[config.mk]
export PLATFORM = sky130hd
export DESIGN_NAME = fsab_rd_arbiter
export DESIGN_NICKNAME = d
export VERILOG_FILES = /design/src/rtl/fsab_rd_arbiter_pkg.sv /design/src/rtl/fsab_rd_arbiter_rr_pick.sv /design/src/rtl/fsab_rd_arbiter.sv
export SDC_FILE = /design/constraint.sdc
export NUM_CORES = 1
export LEC_CHECK = 0
export BUFFER_PORTS_ARGS = -buffer_cell sky130_fd_sc_hd__buf_2
export CAP_MARGIN = 40
export CORE_MARGIN = 1.5
export CORE_UTILIZATION = 43
export DETAILED_ROUTE_END_ITERATION = 8
export GPL_ROUTABILITY_DRIVEN = 1
export PLACE_DENSITY = 0.87
export SYNTH_ARGS = -nofsm -noshare
export SYNTH_HDL_FRONTEND = slang
export SYNTH_SLANG_ARGS = --single-unit
[constraint.sdc]
create_clock -name target_clk -period 6.45 [get_ports target_clk]
set_input_delay 0.9675 -clock target_clk [delete_from_list [all_inputs] [get_ports target_clk]]
set_output_delay 0.9675 -clock target_clk [all_outputs]
set_load 0.05 [all_outputs]
[src/rtl/fsab_rd_arbiter_pkg.sv]
// FSAB field widths and read-arbiter constants shared by the arbiter and its picker.
package fsab_rd_arbiter_pkg;

  localparam int unsigned FSAB_ADDR_HI         = 30;
  localparam int unsigned FSAB_DID_HI          = 3;
  localparam int unsigned FSAB_LEN_HI          = 6;
  localparam int unsigned FSAB_DATA_HI         = 63;
  localparam int unsigned FSAB_MASK_HI         = 7;
  localparam int unsigned FSAB_CREDITS_HI      = 2;
  localparam int unsigned FSAB_INITIAL_CREDITS = 4;

  localparam logic FSAB_READ  = 1'b1;
  localparam logic FSAB_WRITE = 1'b0;

  // Largest requester count the read arbiter supports, plus packed-slice widths.
  localparam int unsigned RD_ARB_MAX_NREQ = 4;
  localparam int unsigned FSAB_ADDR_W     = FSAB_ADDR_HI + 1;
  localparam int unsigned FSAB_DID_W      = FSAB_DID_HI + 1;

  function automatic int unsigned rd_arb_idx_w(int unsigned n);
    return (n > 1) ? $clog2(n) : 1;
  endfunction

endpackage

[src/rtl/fsab_rd_arbiter_rr_pick.sv]
// rr_pick: combinational round-robin picker; search starts one past the last winner.
module fsab_rd_arbiter_rr_pick
  import fsab_rd_arbiter_pkg::*;
#(
  parameter int unsigned N = 2,
  localparam int unsigned IDX_W = rd_arb_idx_w(N)
) (
  input  logic [N-1:0]     i_elig,
  input  logic [IDX_W-1:0] i_last,
  output logic [N-1:0]     o_onehot,
  output logic [IDX_W-1:0] o_idx,
  output logic             o_any
);

  always_comb begin
    int unsigned w_cand;
    o_onehot = '0;
    o_idx    = '0;
    o_any    = 1'b0;
    w_cand   = 0;
    // Walk farthest-to-nearest so the nearest eligible requester overwrites the rest.
    for (int unsigned k = N; k >= 1; k--) begin
      w_cand = (32'(i_last) + k) % N;
      if (i_elig[w_cand]) begin
        o_onehot = N'(1) << w_cand;
        o_idx    = IDX_W'(w_cand);
        o_any    = 1'b1;
      end
    end
  end

endmodule

[src/rtl/fsab_rd_arbiter.sv]
// Round-robin FSAB read-request arbiter with credit budget and per-engine outstanding cap.
module fsab_rd_arbiter
  import fsab_rd_arbiter_pkg::*;
#(
  parameter int unsigned          NREQ            = 2,
  parameter int unsigned          MAX_OUTSTANDING = 1,
  parameter logic [FSAB_LEN_HI:0] RD_LEN          = 'h8
) (
  input  logic                        target_clk,
  input  logic                        target_rst_b,
  input  logic [NREQ-1:0]             req_valid,
  input  logic [NREQ*FSAB_ADDR_W-1:0] req_addr,
  input  logic [NREQ*FSAB_DID_W-1:0]  req_did,
  input  logic [NREQ*FSAB_DID_W-1:0]  req_subdid,
  output logic [NREQ-1:0]             req_grant,
  input  logic [NREQ-1:0]             req_done,
  output logic                        arb__fsabo_valid,
  output logic                        arb__fsabo_mode,
  output logic [FSAB_DID_HI:0]        arb__fsabo_did,
  output logic [FSAB_DID_HI:0]        arb__fsabo_subdid,
  output logic [FSAB_ADDR_HI:0]       arb__fsabo_addr,
  output logic [FSAB_LEN_HI:0]        arb__fsabo_len,
  output logic [FSAB_DATA_HI:0]       arb__fsabo_data,
  output logic [FSAB_MASK_HI:0]       arb__fsabo_mask,
  input  logic                        arb__fsabo_credit
);

  localparam int unsigned IDX_W  = rd_arb_idx_w(NREQ);
  localparam int unsigned CNT_W  = 2;
  localparam int unsigned CRED_W = FSAB_CREDITS_HI + 1;

  if (NREQ < 2 || NREQ > RD_ARB_MAX_NREQ || MAX_OUTSTANDING < 1 || MAX_OUTSTANDING > 3)
  begin : g_bad_params
    $error("fsab_rd_arbiter: NREQ or MAX_OUTSTANDING out of range");
  end

  logic [CRED_W-1:0]   r_credits, w_credits_d;
  logic [IDX_W-1:0]    r_last_grant, w_idx;
  logic [NREQ-1:0]     w_elig, w_onehot;
  logic                w_any;
  logic [CNT_W-1:0]    r_out_cnt [NREQ];

  logic                r_valid, r_mode;
  logic [FSAB_DID_HI:0]  r_did, r_subdid;
  logic [FSAB_ADDR_HI:0] r_addr;
  logic [FSAB_LEN_HI:0]  r_len;

  always_comb begin
    for (int i = 0; i < int'(NREQ); i++) begin
      w_elig[i] = req_valid[i] && (r_out_cnt[i] < CNT_W'(MAX_OUTSTANDING)) && (r_credits != '0);
    end
  end

  fsab_rd_arbiter_rr_pick #(
    .N (NREQ)
  ) u_rr_pick (
    .i_elig   (w_elig),
    .i_last   (r_last_grant),
    .o_onehot (w_onehot),
    .o_idx    (w_idx),
    .o_any    (w_any)
  );

  assign req_grant = w_onehot;

  always_comb begin
    w_credits_d = r_credits;
    if (arb__fsabo_credit && !w_any) begin
      w_credits_d = r_credits + 1'b1;
    end else if (!arb__fsabo_credit && w_any) begin
      w_credits_d = r_credits - 1'b1;
    end
  end

  always_ff @(posedge target_clk or negedge target_rst_b) begin
    if (!target_rst_b) begin
      r_credits    <= CRED_W'(FSAB_INITIAL_CREDITS);
      r_last_grant <= IDX_W'(NREQ - 1);
    end else begin
      r_credits <= w_credits_d;
      if (w_any) begin
        r_last_grant <= w_idx;
      end
    end
  end

  // A done pulse with nothing outstanding is ignored so the counter cannot wrap.
  always_ff @(posedge target_clk or negedge target_rst_b) begin
    if (!target_rst_b) begin
      for (int i = 0; i < int'(NREQ); i++) begin
        r_out_cnt[i] <= '0;
      end
    end else begin
      for (int i = 0; i < int'(NREQ); i++) begin
        if (w_onehot[i] && !req_done[i]) begin
          r_out_cnt[i] <= r_out_cnt[i] + 1'b1;
        end else if (!w_onehot[i] && req_done[i] && (r_out_cnt[i] != '0)) begin
          r_out_cnt[i] <= r_out_cnt[i] - 1'b1;
        end
      end
    end
  end

  always_ff @(posedge target_clk or negedge target_rst_b) begin
    if (!target_rst_b) begin
      r_valid  <= 1'b0;
      r_mode   <= 1'b0;
      r_did    <= '0;
      r_subdid <= '0;
      r_addr   <= '0;
      r_len    <= '0;
    end else begin
      r_valid <= w_any;
      if (w_any) begin
        r_mode   <= FSAB_READ;
        r_did    <= req_did[32'(w_idx) * FSAB_DID_W +: FSAB_DID_W];
        r_subdid <= req_subdid[32'(w_idx) * FSAB_DID_W +: FSAB_DID_W];
        r_addr   <= req_addr[32'(w_idx) * FSAB_ADDR_W +: FSAB_ADDR_W];
        r_len    <= RD_LEN;
      end else begin
        r_mode   <= 1'b0;
        r_did    <= '0;
        r_subdid <= '0;
        r_addr   <= '0;
        r_len    <= '0;
      end
    end
  end

  assign arb__fsabo_valid  = r_valid;
  assign arb__fsabo_mode   = r_mode;
  assign arb__fsabo_did    = r_did;
  assign arb__fsabo_subdid = r_subdid;
  assign arb__fsabo_addr   = r_addr;
  assign arb__fsabo_len    = r_len;
  assign arb__fsabo_data   = '0;
  assign arb__fsabo_mask   = '0;

endmodule

==> run metrics <==
commonest non-fill, non-tap cell in the layout=buf_2; most used cell, CP=buf_2; CTS H-tree lvls=2; dominant synthesized flop cell=dfrtp_1; Critical Path Start Type=primary input; Layout Area Growth over Synthesis=20.8%; first drt pass iteration count=4; final hold vios=0; post-CTS sizing=0; CP arrival=between 1500 and 2000 ps; Port Buffers=about 130; antenna viol nets, final=0; post-synthesis average cell area=11.2 um2; Placer Congestion=around 0.9; slowest CP cell=buf_2; GRT busiest layer=met2; CTS Hold Buffers Added=0; status=finished, final reports clean; Tmin final=about 2700 ps; worst slew pin tran=between 500 and 600 ps; WP data required=between 5000 and 6000 ps; area of the mapped netlist=2620 um2; cell taking the most area after synthesis=dfrtp_1; Post-Route WL=~5400 um; initial drt markers=98; GRT overflow=0; achievable frequency=roughly 360 MHz; PwrDens=slightly above 500 nW/um2; CTS sink count=48; worst setup margin=3700 ps; Vias per Instance=~4.6; VDD IR max=about 0.00027 V; FF+latch count, synth=48; Clock Skews=around 1.8 ps; Die W=81.1 um; unrepaired setup endpoints after global routing=false; Clock Latency Late Sink=between 200 and 300 ps; FFs w/ async S/R, synth=100%; fin crit share=a little over two fifths; first-pass GRT wire length=roughly 7400 um; DR vias=1994; Ys Warns=0; M1 GR Usage=15.7%; Slew HR=65.1%; postcts setup bufs=0; All-Layer GR Usage=roughly 15%; vias in the first global route=between 1500 and 2000; met2 usage=around 28%; # setup viols final=0; Setup crit end kind=output pin; Root Driver=clkbuf_8; antenna violations before repair=0; # DRC=0; routed length per placed instance=between 10 and 15 um; TritonCTS clock tree=yes; max-slew violation count=0; pre-CTS WS=3620 ps; post-synthesis cell type count=34; Hold WC Path Type=reg -> reg; commonest cells after routing, fill and taps aside=buf_2 (128), conb_1 (78), dfrtp_1 (46), a22o_1 (39), inv_1 (9); die area=approximately 6600 um2; overall power=about 1600 uW; die height=about 81 um; Initial Util=44.5%; Synth area leaders=dfrtp_1 (44%), buf_4 (23%), a22o_1 (13%); Total Neg Setup Slack=0 ps; M3 GR Usage=a little under 3%; MaxCap Viol Count=0; core area=5890 um2; number of synthesized flops with an enable pin=0; Mapped Cells=234; critical path cell sequence=buf_2 > and3b_1 > nor3_4 > buf_2; fin nets=450; Clock Path Buffers=2; ANT cells=0; Clk pin slew, worst setup/hold paths=approximately 80 ps; num rows=28; placed wire-length estimate=4320 um; Pleak=around 0.0018 uW; Critical Path Fanout Max=5; top-area cell type share of the netlist area=between 40% and 50%; I/O Pins=a little over 200; largest net degree at the start of global routing=between 40 and 50; sequential-to-total area share from yosys stat=between 40 and 50%; ratio of cells with drive above 1 in the final layout=40.4%; Worst Setup Path Type=in -> out; CP max stage delay=300 ps; CTS buffer count=5
## layer usage
metal | up-vias | wire, um
li1 | 912 | -
met2 | 152 | 2780
met3 | 12 | 618
met5 | - | 0
met1 | 918 | 1930
met4 | 0 | 94
## stage by stage
step | cells | cell area, um2 | hold WS [ps] | utilization [%]
after floorplan | 311 | 2910 | 446 | -
after detailed placement | 428 | 3040 | 464 | 51.7
after global routing | 436 | 3160 | 533 | 53.8
after CTS | 436 | 3160 | 480 | 53.8
after global placement | 427 | 3020 | 463 | 51.4
final | 436 | 3160 | 481 | 53.8
## final timing paths
| path | from | endpoint | cells past startpoint | slack (ps) |
|---|---|---|---|---|
| min in group asynchronous | target_rst_b | r_out_cnt[0]$_DFFE_PN0P_ | 1 | 600 |
| min reg2reg | r_out_cnt[0]$_DFFE_PN0P_ | r_out_cnt[0]$_DFFE_PN0P_ | 1 | 480 |
| min | r_out_cnt[0]$_DFFE_PN0P_ | r_out_cnt[0]$_DFFE_PN0P_ | 1 | 480 |
| max reg2reg | r_out_cnt[2]$_DFFE_PN0P_ | r_credits[2]$_DFFE_PN1P_ | 10 | 3990 |
| max in group asynchronous | target_rst_b | arb__fsabo_addr[19]$_DFF_PN0_ | 2 | 5350 |
| max | req_valid[1] | req_grant[0] | 4 | 3700 |
## cell type report
cell class | count | area, um2
clock inverter | 2 | 38.8
tap | 75 | 93.8
sequential | 48 | 1200
multi-input combinational | 165 | 1040
inverter | 9 | 33.8
clock buffer | 6 | 82.6
fill | 534 | 2720
timing repair buffer | 131 | 676
## where the power goes
part / internal, uW / switching (uW) / leakage (uW)
combinational: 240 / 668 / 0.00115
clock: 127 / 92.5 / 0.0000614
sequential: 416 / 54.4 / 0.000628
## flip-flops by register name (all words and copies together), names as in the netlist
name	cells
r_out_cnt	4
r_last_grant	1
arb__fsabo_addr	31
arb__fsabo_subdid	4
r_credits	3
arb__fsabo_did	4
arb__fsabo_len	1
## Yosys cell counts, drive strengths merged, types with 2 or more instances
| cell | n |
|---|---|
| inv | 9 |
| o311ai | 2 |
| buf | 89 |
| ha | 4 |
| xor2 | 2 |
| a21o | 2 |
| nand4b | 3 |
| nor2b | 2 |
| nor3 | 3 |
| a41oi | 2 |
| dfstp | 2 |
| nand2 | 4 |
| xnor2 | 2 |
| a22o | 39 |
| nor2 | 2 |
| dfrtp | 46 |
| nand4 | 3 |
| o21ai | 2 |
| and2 | 2 |
## critical path, delay by kind of cell
kind          cells  cell delay [ps]
buf+inv           2              420
simple gates      2              380
## kinds of logic (layout without fill, tap and decap cells)
family	count (synthesis)	in the layout	share of synthesized area, %
buffers and inverters	98	148	26.0
AO/OA/AOI/OAI	50	50	16.4
flip-flops	48	48	45.9
AND/OR/NAND/NOR	27	27	7.07
adder cells (fa/ha/maj)	5	5	2.67
XOR/XNOR	4	4	1.34
other	1	78	0.143
multiplexers	1	1	0.430
No activity file was read; power rests on OpenSTA's default activity.
